===== src/rtl/shift_unit_seq.sv =====
// Sequential shift engine: parallel-load a word, then shift/rotate one bit per clock
// for a programmed number of steps, with busy/done handshake.
module shift_unit_seq #(
  parameter int WIDTH = 8,
  localparam int AMT_W = $clog2(WIDTH)
) (
  input  logic             clk,
  input  logic             rst,
  input  logic             start,
  input  logic [WIDTH-1:0] load_data,
  input  logic [2:0]       mode,
  input  logic [AMT_W-1:0] amount,
  input  logic             ser_in,
  output logic [WIDTH-1:0] data_out,
  output logic             ser_out,
  output logic             busy,
  output logic             done
);

  typedef enum logic [1:0] {IDLE, SHIFT, DONE} state_t;

  state_t           state;
  state_t           next_state;
  logic [AMT_W-1:0] remaining;
  logic [2:0]       mode_q;
  logic [WIDTH-1:0] step_data;
  logic             step_ser;

  always_ff @(posedge clk) begin
    if (rst) begin
      state <= IDLE;
    end else begin
      state <= next_state;
    end
  end

  always_comb begin
    next_state = state;
    case (state)
      IDLE:    if (start) next_state = (amount != '0) ? SHIFT : DONE;
      SHIFT:   if (remaining == AMT_W'(1)) next_state = DONE;
      DONE:    next_state = IDLE;
      default: next_state = IDLE;
    endcase
  end

  always_comb begin
    busy = (state != IDLE);
    done = (state == DONE);
  end

  // One 1-bit step of the latched mode; the reserved mode leaves everything untouched.
  always_comb begin
    step_data = data_out;
    step_ser  = ser_out;
    case (mode_q)
      3'b000: begin step_data = {data_out[WIDTH-2:0], 1'b0};             step_ser = data_out[WIDTH-1]; end
      3'b001: begin step_data = {1'b0, data_out[WIDTH-1:1]};             step_ser = data_out[0];       end
      3'b010: begin step_data = {data_out[WIDTH-1], data_out[WIDTH-1:1]}; step_ser = data_out[0];       end
      3'b011: begin step_data = {data_out[WIDTH-2:0], data_out[WIDTH-1]}; step_ser = data_out[WIDTH-1]; end
      3'b100: begin step_data = {data_out[0], data_out[WIDTH-1:1]};       step_ser = data_out[0];       end
      3'b101: begin step_data = {data_out[WIDTH-2:0], ser_in};            step_ser = data_out[WIDTH-1]; end
      3'b110: begin step_data = {ser_in, data_out[WIDTH-1:1]};            step_ser = data_out[0];       end
      default: begin step_data = data_out;                                step_ser = ser_out;           end
    endcase
  end

  always_ff @(posedge clk) begin
    if (rst) begin
      data_out  <= '0;
      ser_out   <= 1'b0;
      remaining <= '0;
      mode_q    <= 3'b000;
    end else begin
      case (state)
        IDLE: begin
          if (start) begin
            data_out  <= load_data;
            mode_q    <= mode;
            remaining <= amount;
          end
        end
        SHIFT: begin
          data_out  <= step_data;
          ser_out   <= step_ser;
          remaining <= remaining - AMT_W'(1);
        end
        default: ;
      endcase
    end
  end

endmodule

===== config.mk =====
export PLATFORM = sky130hd
export DESIGN_NAME = shift_unit_seq
export DESIGN_NICKNAME = d
export VERILOG_FILES = /design/src/rtl/shift_unit_seq.sv
export SDC_FILE = /design/constraint.sdc
export NUM_CORES = 1
export LEC_CHECK = 0
export CAP_MARGIN = 40
export CORE_UTILIZATION = 47
export DETAILED_ROUTE_END_ITERATION = 8
export PLACE_DENSITY = 0.78
export SYNTH_ARGS = -nofsm -noshare
export SYNTH_HDL_FRONTEND = slang
export SYNTH_SLANG_ARGS = --single-unit

===== constraint.sdc =====
create_clock -name clk -period 1.79 [get_ports clk]
set_input_delay 0.537 -clock clk [delete_from_list [all_inputs] [get_ports clk]]
set_output_delay 0.537 -clock clk [all_outputs]
set_load 0.02 [all_outputs]

==> impl_summary.log, run 1 <==
[metrics] run status: finished clean
[metrics] Slew @ Worst Pin: 0.523 ns
[metrics] post-layout power: 1.06 mW
[metrics] Die Wd: 49.5 µm
[metrics] total iterations of the first detailed-routing run: 4
[metrics] Initial Util: 52.0%
[metrics] post-layout min period: 1.75 ns
[metrics] most common cell after layout, fill and taps aside: sky130_fd_sc_hd__clkdlybuf4s50_1
[metrics] instance area at placement: 1380 µm²
[metrics] critical path class: in2reg
[metrics] post-route insts no fill: 184
[metrics] Net Sw Frac: 35.0%
[metrics] routed length per placed instance: 14.8 µm
[metrics] maximum fanout count along the critical path: 14
[metrics] number of flip-flops and latches in the synthesized netlist: 17
[metrics] highest-count cells in the layout ignoring fill and taps: sky130_fd_sc_hd__clkdlybuf4s50_1, sky130_fd_sc_hd__nor2_1, sky130_fd_sc_hd__dfxtp_1
[metrics] distinct cell type count of the synthesized netlist: 37
[metrics] number of max-slew violations in the final report: 0
[metrics] total net switching power: 0.370 mW
[metrics] portion of total power attributed to combinational logic: 35.6%
[metrics] Synth Area per Inst: 8.36 µm²
[metrics] total negative slack: 0 ns
[metrics] global-route wire length before repair: 4480 µm
[metrics] Yosys warnings: 0
[metrics] design internal power: 0.689 mW
[metrics] ANT cells: 0
[metrics] part of the Yosys area used for sequential elements: 32.0%
[metrics] Clk Tree Root Cell: sky130_fd_sc_hd__clkbuf_4
[metrics] unrepaired setup endpoints after global routing: false
[metrics] f_max: 572 MHz
[metrics] number of DRC violations after detailed-routing iteration 0: 20
[metrics] insertion delay of the later-clocked pin in the worst-skew pair: 0.30 ns
[metrics] combined area of the multi-input logic cells: 636 µm²
[metrics] fraction of layout instances using a drive strength above 1: 12.1%
[metrics] pin count of the biggest net entering global routing: 18
[metrics] nets@finish: 178
[metrics] final antenna-violating net count: 0
[metrics] relative slew slack: 65.2%
[metrics] Most Crowded Layer GR: met2
[metrics] # H-tree levels: 1
[metrics] vias after detailed routing: 1066
[metrics] part of the power in the clock network: 20.2%
[metrics] Worst setup EP type: flop
[metrics] row cnt: 16
[metrics] worst stage delay on the critical path: 0.45 ns
[metrics] sequential cell area in the final layout: 342 µm²
[metrics] floorplan core area: 2040 µm²
[metrics] Setup Viol. Count Final: 0
[metrics] max-cap violation count: 0
[metrics] area of the mapped netlist: 1060 µm²
[metrics] layout overhead on the synthesized area: 31.7%
[metrics] CP delay by family, top: compound AO/OA/AOI/OAI gates
[metrics] required time at the worst-slack endpoint: 2.00 ns
[metrics] overall routed net length: 2730 µm
[metrics] list of cells traversed by the critical path: clkdlybuf4s50_1 -> o21bai_2 -> a41o_1 -> a21oi_1 -> a221oi_1
[metrics] ys async rst share: 0%
[metrics] post-route design area: 1400 µm²
[metrics] routability cong.: 0.795
[metrics] Port Buffer Count: 28
[metrics] met1 track demand over resource in global routing: 25.9%
[metrics] number of sinks handled by clock tree synthesis: 17
[metrics] Power Density: 757 nW/µm²
[metrics] # IOs: 29
[metrics] met3 track demand over resource: 5.56%
[metrics] worst setup skew after layout: 0.00415 ns
[metrics] DIE HEIGHT: 49.5 µm
[metrics] number of global-route vias before repair: 1048
[metrics] CTS tree: done
[metrics] Vias per Instance: 5.79
[metrics] standby leakage power: 0.618 nW
[metrics] filler cell count: 187
[metrics] cell type of the slowest stage on the worst timing path: sky130_fd_sc_hd__a41o_1
[metrics] commonest register cell after synthesis: sky130_fd_sc_hd__dfxtp_1
[metrics] total half-perimeter wirelength after legalization and detailed placement: 1990 µm
[metrics] clock transition time at the flip-flop clock pins of the worst setup and hold paths: 0.10 ns
[metrics] Synth Net Count: 147
[metrics] Placed Instances: 180
[metrics] Seq pwr share: 44.2%
[metrics] remaining design rule violation count: 0
[metrics] TritonCTS Buffers: 3
[metrics] period utilisation layout: 97.7%
[metrics] area of the die: 2450 µm²
[metrics] setup slack after layout: 0.0418 ns
[metrics] classification of the worst-slack hold path: reg2reg
[metrics] Post-synth EDFFs: 0
[metrics] data arrival time of the critical path: 1.95 ns
[metrics] met2 Track Usage GR: 44.4%
[metrics] Worst Setup Start Kind: input port
[metrics] initial antenna violation count: 0
[metrics] overflow left after global routing: 0
[metrics] GR Util All Layers: 23.6%
[metrics] maximum count of clock buffers along a single path: 2
[metrics] Final Hold Fails: 0
[metrics] worst-case setup slack after placement: -0.262 ns
[metrics] number of buffers and inverters on the critical path: 1
[metrics] largest voltage drop on the vdd net: 0.529 mV
[metrics] synthesized netlist cell count: 127
-- metrics by stage --
stage	utilization, %	hold slack [ns]
finish	68.5	0.508
global route	68.5	0.525
CTS	68.3	0.507
detailed placement	67.5	0.494
global placement	67.5	0.471
floorplan	-	0.456
-- final timing paths --
kind | start | end | slack [ns] | cells past startpoint
worst max-delay path | start | data_out[0] | 0.04 | 5
worst min-delay path | remaining[2] | remaining[2] | 0.51 | 2
worst max register to register | mode_q[2] | data_out[4] | 0.12 | 4
worst min register to register | remaining[2] | remaining[2] | 0.51 | 2
-- per-layer routing --
metal,part of all wire [%],vias up
met5,0,-
met1,43,512
met4,1.4,0
li1,-,517
met2,52,32
met3,4.0,5
-- final cells by class --
type | count | share of cell area, %
tap | 27 | 2.42
multi-input combinational | 94 | 45.4
sequential | 17 | 24.4
clock buffer | 4 | 1.88
timing repair buffer | 35 | 24.0
inverter | 7 | 1.88
-- sequential cells by signal, indices dropped and copies added (netlist names) --
signal	flops
remaining	3
data_out	8
ser_out	1
state	2
mode_q	3
-- power by group through the flow --
| stage | clock network (mW) | registers [mW] | logic, mW |
|---|---|---|---|
| 2_1_floorplan | 0 | 0.485 | 0.232 |
| 3_3_place_gp | 0 | 0.471 | 0.379 |
| 3_5_place_dp | 0 | 0.475 | 0.393 |
| 4_1_cts | 0.218 | 0.466 | 0.377 |
| 5_1_grt | 0.230 | 0.474 | 0.410 |
| 6_report | 0.214 | 0.468 | 0.377 |
-- cell families after synthesis --
| kind of cell | count (synthesis) | synth area share, % |
|---|---|---|
| compound gates | 33 | 23.6 |
| mux | 8 | 8.48 |
| fa+ha+maj | 2 | 2.36 |
| flops | 17 | 32.0 |
| simple gates | 51 | 25.2 |
| buf+inv | 16 | 8.36 |
-- worst reg2reg max path, cell delays in order (launching register included) --
cell	delay [ns]
sky130_fd_sc_hd__dfxtp_1	0.42
sky130_fd_sc_hd__o21a_1	0.27
sky130_fd_sc_hd__nor2_4	0.28
sky130_fd_sc_hd__mux2_4	0.34
sky130_fd_sc_hd__o41ai_2	0.27
-- synth_stat cells (2+ instances only) --
library cell               number  area, µm²
sky130_fd_sc_hd__ha_1           2       25.0
sky130_fd_sc_hd__a32o_1         5       50.1
sky130_fd_sc_hd__or3_1          2       12.5
sky130_fd_sc_hd__a211oi_1       2       15.0
sky130_fd_sc_hd__buf_6          2       22.5
sky130_fd_sc_hd__a41o_1         2       20.0
sky130_fd_sc_hd__nor2_1        17       63.8
sky130_fd_sc_hd__mux2_4         2       30.0
sky130_fd_sc_hd__o41ai_2        2       32.5
sky130_fd_sc_hd__nand2b_1       3       18.8
sky130_fd_sc_hd__nor3_1         6       30.0
sky130_fd_sc_hd__inv_1          7       26.3
sky130_fd_sc_hd__mux2i_1        6       60.1
sky130_fd_sc_hd__nor2b_1        2       12.5
sky130_fd_sc_hd__buf_4          3       22.5
sky130_fd_sc_hd__nand3_1        3       15.0
sky130_fd_sc_hd__o211ai_1       2       15.0
sky130_fd_sc_hd__dfxtp_1       17        340
sky130_fd_sc_hd__o21ai_0        4       20.0
sky130_fd_sc_hd__a21oi_1       11       55.1
sky130_fd_sc_hd__nand3b_1       2       15.0
sky130_fd_sc_hd__nand4b_1       2       17.5
sky130_fd_sc_hd__nand2_1        9       33.8
-- repair_timing --
item / CTS / global route
hold buffers: 0 / 0
gates resized for setup: 11 / 2
setup buffers: 0 / 0
endpoints found under the hold margin: 0 / 0
endpoints found under the setup margin: 10 / 2
Power figures use the tool's default switching activity.
==> inputs of run 2 (changes only) <==
--- a/config.mk
+++ b/config.mk
@@ -7,6 +7,7 @@
 export LEC_CHECK = 0
 export CAP_MARGIN = 40
 export CORE_UTILIZATION = 47
+export CTS_CLUSTER_SIZE = 40
 export DETAILED_ROUTE_END_ITERATION = 8
 export PLACE_DENSITY = 0.78
 export SYNTH_ARGS = -nofsm -noshare
==> results of run 2 <==
No change in the layout: final DEF, timing and power equal those of run 1.
